## src/rtl/ch_demux_if.sv

```systemverilog
// ch_demux_if: bundles the sample input, frame control and demultiplexed outputs
// of ch_demux so the driver and the demux connect through a single port.
interface ch_demux_if;
  logic        strobe;
  logic [15:0] din;
  logic [2:0]  channels;
  logic        sync;
  logic [15:0] d0;
  logic [15:0] d1;
  logic [15:0] d2;
  logic [15:0] d3;
  logic [15:0] d4;
  logic [15:0] d5;
  logic [15:0] d6;
  logic [15:0] d7;
  logic        frame_valid;
  logic [2:0]  sel;
  logic [15:0] frame_count;

  modport master (
    output strobe, din, channels, sync,
    input  d0, d1, d2, d3, d4, d5, d6, d7, frame_valid, sel, frame_count
  );

  modport slave (
    input  strobe, din, channels, sync,
    output d0, d1, d2, d3, d4, d5, d6, d7, frame_valid, sel, frame_count
  );
endinterface

```

## src/rtl/ch_demux.sv

```systemverilog
// ch_demux: 8-channel, 16-bit serial-to-parallel frame demultiplexer.
// Define CH_DEMUX_SYNC_EN to build in the frame resynchronization input (sync).
module ch_demux (
  input  logic      clk,
  input  logic      reset,
  ch_demux_if.slave bus
);

  logic [2:0]  sel_q, sel_d, effSel;
  logic [15:0] shadow_q [8];
  logic [15:0] shadow_d [8];
  logic [15:0] dout_q [8];
  logic [15:0] dout_d [8];
  logic        frameValid_q, frameValid_d;
  logic [15:0] frameCount_q, frameCount_d;

  always_ff @(posedge clk or negedge reset) begin
    if (!reset) begin
      sel_q        <= '0;
      frameValid_q <= 1'b0;
      frameCount_q <= '0;
      for (int i = 0; i < 8; i++) begin
        shadow_q[i] <= '0;
        dout_q[i]   <= '0;
      end
    end else begin
      sel_q        <= sel_d;
      frameValid_q <= frameValid_d;
      frameCount_q <= frameCount_d;
      shadow_q     <= shadow_d;
      dout_q       <= dout_d;
    end
  end

  // The completing sample goes straight to its output slot, even when channels
  // was lowered mid-frame below the current index.
  always_comb begin
    sel_d        = sel_q;
    shadow_d     = shadow_q;
    dout_d       = dout_q;
    frameValid_d = 1'b0;
    frameCount_d = frameCount_q;
    effSel       = sel_q;
`ifdef CH_DEMUX_SYNC_EN
    if (bus.sync) begin
      effSel = '0;
      if (!bus.strobe) sel_d = '0;
    end
`endif
    if (bus.strobe) begin
      if (effSel < bus.channels) begin
        shadow_d[effSel] = bus.din;
        sel_d            = effSel + 3'd1;
      end else begin
        for (int i = 0; i < 8; i++) begin
          if (3'(i) == effSel)
            dout_d[i] = bus.din;
          else if (3'(i) <= bus.channels)
            dout_d[i] = shadow_q[i];
          else
            dout_d[i] = '0;
        end
        sel_d        = '0;
        frameValid_d = 1'b1;
        frameCount_d = frameCount_q + 16'd1;
      end
    end
  end

  assign bus.d0          = dout_q[0];
  assign bus.d1          = dout_q[1];
  assign bus.d2          = dout_q[2];
  assign bus.d3          = dout_q[3];
  assign bus.d4          = dout_q[4];
  assign bus.d5          = dout_q[5];
  assign bus.d6          = dout_q[6];
  assign bus.d7          = dout_q[7];
  assign bus.frame_valid = frameValid_q;
  assign bus.sel         = sel_q;
  assign bus.frame_count = frameCount_q;

endmodule

```

## src/flat_wrapper.sv

```systemverilog
// flat-port wrapper written by rule: the top's interface ports become plain ports
module ch_demux_flat 
  (clk, reset, bus_strobe, bus_din, bus_channels, bus_sync, bus_d0, bus_d1, bus_d2, bus_d3, bus_d4, bus_d5, bus_d6, bus_d7, bus_frame_valid, bus_sel, bus_frame_count);
  ch_demux_if bus_i ();
  input  logic clk;
  input  logic reset;
  input wire logic [$bits(bus_i.strobe)-1:0] bus_strobe;
  input wire logic [$bits(bus_i.din)-1:0] bus_din;
  input wire logic [$bits(bus_i.channels)-1:0] bus_channels;
  input wire logic [$bits(bus_i.sync)-1:0] bus_sync;
  output wire logic [$bits(bus_i.d0)-1:0] bus_d0;
  output wire logic [$bits(bus_i.d1)-1:0] bus_d1;
  output wire logic [$bits(bus_i.d2)-1:0] bus_d2;
  output wire logic [$bits(bus_i.d3)-1:0] bus_d3;
  output wire logic [$bits(bus_i.d4)-1:0] bus_d4;
  output wire logic [$bits(bus_i.d5)-1:0] bus_d5;
  output wire logic [$bits(bus_i.d6)-1:0] bus_d6;
  output wire logic [$bits(bus_i.d7)-1:0] bus_d7;
  output wire logic [$bits(bus_i.frame_valid)-1:0] bus_frame_valid;
  output wire logic [$bits(bus_i.sel)-1:0] bus_sel;
  output wire logic [$bits(bus_i.frame_count)-1:0] bus_frame_count;
  assign bus_i.strobe = bus_strobe;
  assign bus_i.din = bus_din;
  assign bus_i.channels = bus_channels;
  assign bus_i.sync = bus_sync;
  assign bus_d0 = bus_i.d0;
  assign bus_d1 = bus_i.d1;
  assign bus_d2 = bus_i.d2;
  assign bus_d3 = bus_i.d3;
  assign bus_d4 = bus_i.d4;
  assign bus_d5 = bus_i.d5;
  assign bus_d6 = bus_i.d6;
  assign bus_d7 = bus_i.d7;
  assign bus_frame_valid = bus_i.frame_valid;
  assign bus_sel = bus_i.sel;
  assign bus_frame_count = bus_i.frame_count;
  ch_demux u_core (.clk(clk), .reset(reset), .bus(bus_i));
endmodule
```

## config.mk

```make
export PLATFORM = sky130hd
export DESIGN_NAME = ch_demux_flat
export DESIGN_NICKNAME = d
export VERILOG_FILES = /design/src/rtl/ch_demux_if.sv /design/src/rtl/ch_demux.sv /design/src/flat_wrapper.sv
export SDC_FILE = /design/constraint.sdc
export NUM_CORES = 1
export LEC_CHECK = 0
export BUFFER_PORTS_ARGS = -buffer_cell sky130_fd_sc_hd__buf_2
export CAP_MARGIN = 20
export CORE_MARGIN = 5
export CORE_UTILIZATION = 55
export DETAILED_ROUTE_END_ITERATION = 7
export PLACE_DENSITY = 0.75
export SYNTH_ARGS = -nofsm -noshare
export SYNTH_HDL_FRONTEND = slang
export SYNTH_SLANG_ARGS = --single-unit
```

## constraint.sdc

```tcl
create_clock -name clk -period 2.3 [get_ports clk]
set_input_delay 0.345 -clock clk [delete_from_list [all_inputs] [get_ports clk]]
set_output_delay 0.345 -clock clk [all_outputs]
set_load 0.005 [all_outputs]
```

# After elaboration in Yosys (flattened, before gate mapping)
# Cells that the tools add are included.
# Widths: inputs -> output; s select.
[totals]
register_bits = 276
input_bits = 23
out_inout_bits = 148
elab_cells = 67
[op_classes]
addsub = 2
magnitude_cmp = 11
eq_ne = 7
muxes = 22
n_bitwise = 2
n_reduce_logical = 4
[ops]
columns = ["operator", "count"]
rows = [
  ["$mux 16", 17],
  ["$bwmux 128", 1],
  ["$demux 16 s3", 1],
  ["$add 16x1->16 const B", 1],
  ["$eq 3x3->1 const A", 4],
  ["$le 3x3->1 const A", 4],
  ["$eq 2x3->1 const A", 2],
  ["$le 1x3->1 const A", 2],
  ["$le 2x3->1 const A", 2],
  ["$ge 4x4->1 const B", 1],
  ["$lt 4x1->1 const B", 1],
  ["$not 3->4", 1],
  ["$reduce_and 2->1", 2],
  ["$add 3x1->3 const B", 1],
  ["$eq 1x3->1 const A", 1],
  ["$logic_not 3->1", 1],
  ["$lt 3x3->1", 1],
  ["$mux 3", 1],
  ["$mux 1", 2],
  ["$logic_and 1x1->1", 1],
  ["$not 1->1", 1],
]

# Longest topological paths before layout
[logic_depth]
word_depth = 6
depth_mapped = 9

# Worst setup path after synthesis
# No wires, ideal clock.
[synth_path]
path_kind = "register to register"
start = "register u_core.sel_q[1] (netlist: u_core.bus.sel[1])"
end = "register u_core.shadow_q[37] (netlist bit)"
arrival_ps = 1964
setup_slack_ps = 211
stages_incl_launch_ff = 7
path_buffers = 1
path_cell_list = "dfrtp_1 -> ha_1 -> o21a_1 -> nor3_4 -> nor3b_4 -> buf_6 -> mux2_2"
[synth_via]
elab_chain_len = 6
[synth_lines]
columns = ["element", "line_no", "text"]
rows = [
  ["start, declared", "ch_demux.sv:9", "logic [2:0] sel_q, sel_d, effSel;"],
  ["start signal, assigned", "ch_demux.sv:27", "sel_q <= sel_d;"],
  ["$not 3->4 (not written as such)", "ch_demux.sv:52", "shadow_d[effSel] = bus.din;"],
  ["$ge 4x4->1 (not written as such) / $lt 4x1->1 (equally long branches)", "ch_demux.sv:52", ""],
  ["$logic_and 1x1->1 (not written as such)", "ch_demux.sv:52", ""],
  ["$mux 16 (not written as such)", "ch_demux.sv:52", ""],
  ["$demux 16 s3", "ch_demux.sv:52", ""],
  ["$bwmux 128", "ch_demux.sv:52", ""],
  ["end signal, assigned", "ch_demux.sv:30", "shadow_q <= shadow_d;"],
  ["end, declared", "ch_demux.sv:10", "logic [15:0] shadow_q [8];"],
]
# Parallel ways exist; a longest one is shown, timed or not.
# A chain may end at the register's enable or synchronous reset.

# Worst setup path after layout
[layout_path]
start = "register u_core.sel_q[1] (netlist: u_core.bus.sel[1])"
end = "register u_core.frameCount_q[13] (netlist: u_core.bus.frame_count[13])"
[layout_via]
elab_chain_len = 3
[layout_lines]
columns = ["element", "line_no", "text"]
rows = [
  ["$lt 3x3->1", "ch_demux.sv:51", "if (effSel < bus.channels) begin"],
  ["$not 1->1 (no source line)", "-", ""],
  ["$reduce_and 2->1 (no source line)", "-", ""],
  ["end signal, assigned", "ch_demux.sv:29", "frameCount_q <= frameCount_d;"],
  ["end, declared", "ch_demux.sv:15", "logic [15:0] frameCount_q, frameCount_d;"],
]
# No other way between the ends.

==> metrics.md <==
| Metric | Value |
|---|---|
| Area Growth Syn to Fin | 17.69% |
| Final worst slack | about 0.19 ns |
| Status | complete, no violations |
| Vias per inst | about 6.2 |
| RR Startpoint | u_core.bus.sel[1] |
| Mux contribution to synthesized area | 0.1356 |
| End point of the critical path | u_core.bus.frame_count[13] |
| Clk slew on worst S/H paths | ~0.060 ns |
| Met3 wire length | between 2 and 2.5 mm |
| Seq/Total Area, Yosys | 0.5807 |
| Distinct cell type count after synthesis | 41 |
| R2r endpoint | u_core.bus.frame_count[13] |
| Largest family of logic cells by synthesized area | compound AO/OA/AOI/OAI gates |
| Total global-route track usage | 0.2590 |
| Synth area leader | dfrtp_1 |
| Top Ports | 171 |
| Setup_tns | 0 ns |
| Root buf cell | clkbuf_16 |
| Adder-cell area share of the yosys netlist | 0.009468 |
| CP arrival | approximately 2.6 ns |
| Crit path max fanout | around 150 |
| Post-Synthesis Cell Area | roughly 0.012 sq mm |
| Count leader, synth | dfrtp_1 |
| Die area | 0.02467 sq mm |
| Die Width | roughly 160 microns |
| Setup CP Type | flip-flop to flip-flop |
| Worst Tran Pin Value | around 0.82 ns |
| Type of origin of the critical path | flip-flop |
| Fin. max-slew vios | 0 |
| Post-Synth Simple-Gate Area | 0.04776 |
| Origin of the worst setup path | u_core.bus.sel[1] |
| TritonCTS clock tree | built |
| P_leak | 6.330 nW |
| Slowest CP cell | buf_16 |
| DR WL/cell | approximately 22 microns |
| Final Setup Violations | 0 |
| Post-Place Setup Slack | 0.03973 ns |
| Final Critical Period | about 2.1 ns |
| Synth warn | 0 |
| DRT Wirelength | between 30 and 40 mm |
| Flops & latches, synth | ~280 |
| Share of the synthesized area in the top cell type | 0.5807 |
| Fraction of layout cells with a size suffix above 1 | 0.3342 |
| Dpl hpwl | approximately 20 mm |
| Largest net degree at the start of global routing | roughly 150 |
| Most frequent cells after synthesis | 276 x dfrtp_1, 242 x a21oi_1, 128 x mux2_2 |
| DR WL met2 | 15.15 mm |
| Critical path depth | 6 |
| Utilization after layout | 0.6617 |
| ANT nets after route | 0 |
| Initial antenna violation count | 0 |
| CTS Buf Count | 28 |
| Crit share post-route | 0.9165 |
| Cell Pwr Density | roughly 1400 mW/mm^2 |
| Starting Density | 0.5623 |
| Remaining DRCs | 0 |
| Top delay family on crit path | buffers and inverters |
| WP buf/inv | 1 |
| Syn Nets | 1044 |
| R2R depth | 6 |
| # rows | 53 |
| Synth Flop Type | dfrtp_1 |
| Worst hold path class | input port to flip-flop |
| Max frequency | between 400 and 500 MHz |
| Starting DRC count in detailed routing | 744 |
| Cells after synthesis | about 1000 |
| Max incr delay on CP | ~0.47 ns |
| First-pass GRT wire length | between 50 and 60 mm |
| Pre-antenna DRT Iters | 5 |
| Max clock buf depth | 3 |
| Worst vdd ir | ~0.00075 V |
| Port Buffers | around 170 |
| Final nets | roughly 1200 |
| Die Ht | between 150 and 200 microns |
| Syn avg cell area | around 12 sq um |
| Core Area | around 0.021 sq mm |
| Worst EP required | 2.74 ns |
| Hold Fails Final Rpt | 0 |
| Largest cells by area after synthesis | dfrtp_1 58%, mux2_2 12%, a21oi_1 10% |
| Vias in the first global route | approximately 9000 |
| Worst-path cell chain | ha_1 -> nand2_1 -> o21ai_4 -> buf_16 -> nand3_1 -> xnor2_1 |
| RSZ-0062 raised after global routing | no |
| Overflow after GRT | 0 |
| Htree depth | 1 |
| Number of flops mapped to enable cells by yosys | 0 |
| GP Congestion | around 0.86 |
| Max layer used | met4 |
| Clock Latency Late Sink | between 0.5 and 0.6 ns |
| Max-cap violation count | 0 |
| Compound-gate portion of the synthesized area | 0.1765 |
| Max Clock Skew | ~0.0099 ns |
| Xor/xnor share of the synthesized area | 0.01105 |
| Relative slew slack | 0.4547 |
| R2r setup slk | roughly 0.19 ns |
| Crit. End Element | flip-flop |
| Num Clock Sinks | between 200 and 300 |
| Vias post-DR | about 9000 |
| Antenna Diode Count | 0 |
| Asr flop ratio synth | 1.000 |
| M1 WL | 13.49 mm |
## registers in the layout, indices dropped and copies added, names as in the netlist, 16 cells and up
signal,flops
u_core.bus.d2,16
u_core.shadow_q,128
u_core.bus.frame_count,16
u_core.bus.d1,16
u_core.bus.d0,16
u_core.bus.d3,16
u_core.bus.d6,16
u_core.bus.d4,16
u_core.bus.d7,16
u_core.bus.d5,16
## metrics by stage
step | power (mW) | cell area (sq um) | cells | hold WS, ns
after floorplan | 12.93 | 11890 | 1012 | 0.04941
after global placement | 15.66 | 13110 | 1397 | 0.3589
after detailed placement | 15.96 | 13110 | 1397 | 0.3648
after CTS | 20.35 | 13990 | 1448 | 0.1553
after global routing | 21.59 | 14000 | 1448 | 0.1936
final | 20.26 | 14000 | 1448 | 0.1710
## report_power, final
group	internal, mW	leakage, nW	switching, mW
Combinational	3.49	2.55	4.00
Clock	2.47	0.432	1.84
Sequential	7.15	3.35	1.32
Total	13.1	6.33	7.16
## worst min-delay path by stage
stage | cells past startpoint | slack [ns] | endpoint | start
global placement | 1 | 0.36 | u_core.bus.frame_count[3] | reset
finish | 2 | 0.17 | u_core.bus.sel[0] | bus_strobe
floorplan | 0 | 0.05 | u_core.bus.d0[0] | reset
CTS | 2 | 0.16 | u_core.bus.sel[0] | bus_strobe
global route | 2 | 0.19 | u_core.bus.sel[0] | bus_strobe
detailed placement | 1 | 0.36 | u_core.bus.frame_count[5] | reset
## cell usage in the layout, fill, tap and decap left out, types with 2 or more instances in the layout
| master | n |
|---|---|
| o22ai_1 | 2 |
| nand4_1 | 11 |
| a21oi_1 | 242 |
| nand4_2 | 3 |
| dfrtp_1 | 276 |
| nand3_2 | 2 |
| clkbuf_16 | 29 |
| a22oi_1 | 96 |
| mux2_2 | 128 |
| nand3_1 | 22 |
| buf_2 | 167 |
| nor3_1 | 2 |
| and3_1 | 7 |
| mux2i_1 | 16 |
| a31oi_1 | 16 |
| nor2_1 | 10 |
| buf_12 | 10 |
| xnor2_1 | 14 |
| clkbuf_1 | 8 |
| nor2b_1 | 4 |
| ha_1 | 9 |
| clkinv_2 | 6 |
| clkbuf_8 | 5 |
| buf_4 | 29 |
| and2_1 | 5 |
| inv_1 | 8 |
| nand2_1 | 24 |
## logic make-up after synthesis
kind of cell | count (synthesis)
AOI/OAI and AO/OA | 362
DFF | 276
muxes | 145
buffers and inverters | 106
and+or+nand+nor | 99
xor gates and xnor gates | 15
adders and majority gates | 9
## layout make-up
type                    count  area, sq um
fillers                  1597         7156
flip-flops and latches    276         6907
multi-input cells         630         4538
repair buffers            209         1306
clock buffers              42        824.5
well taps                 275        344.1
clock inverters             8        48.80
inverters                   8        30.03
## timing repair
action	4_1_cts	5_1_grt
hold buffers	1	0
setup buffers	0	0
hold endpoints to repair	63	0
endpoints found under the setup margin	0	1
resized for setup	0	1
## metal layers
layer	track usage	up-vias
met5	0	-
met4	0.08603	0
met3	0.04482	67
met2	0.4060	374
met1	0.3717	4563
li1	-	3987
No activity file was read; power rests on OpenSTA's default activity.
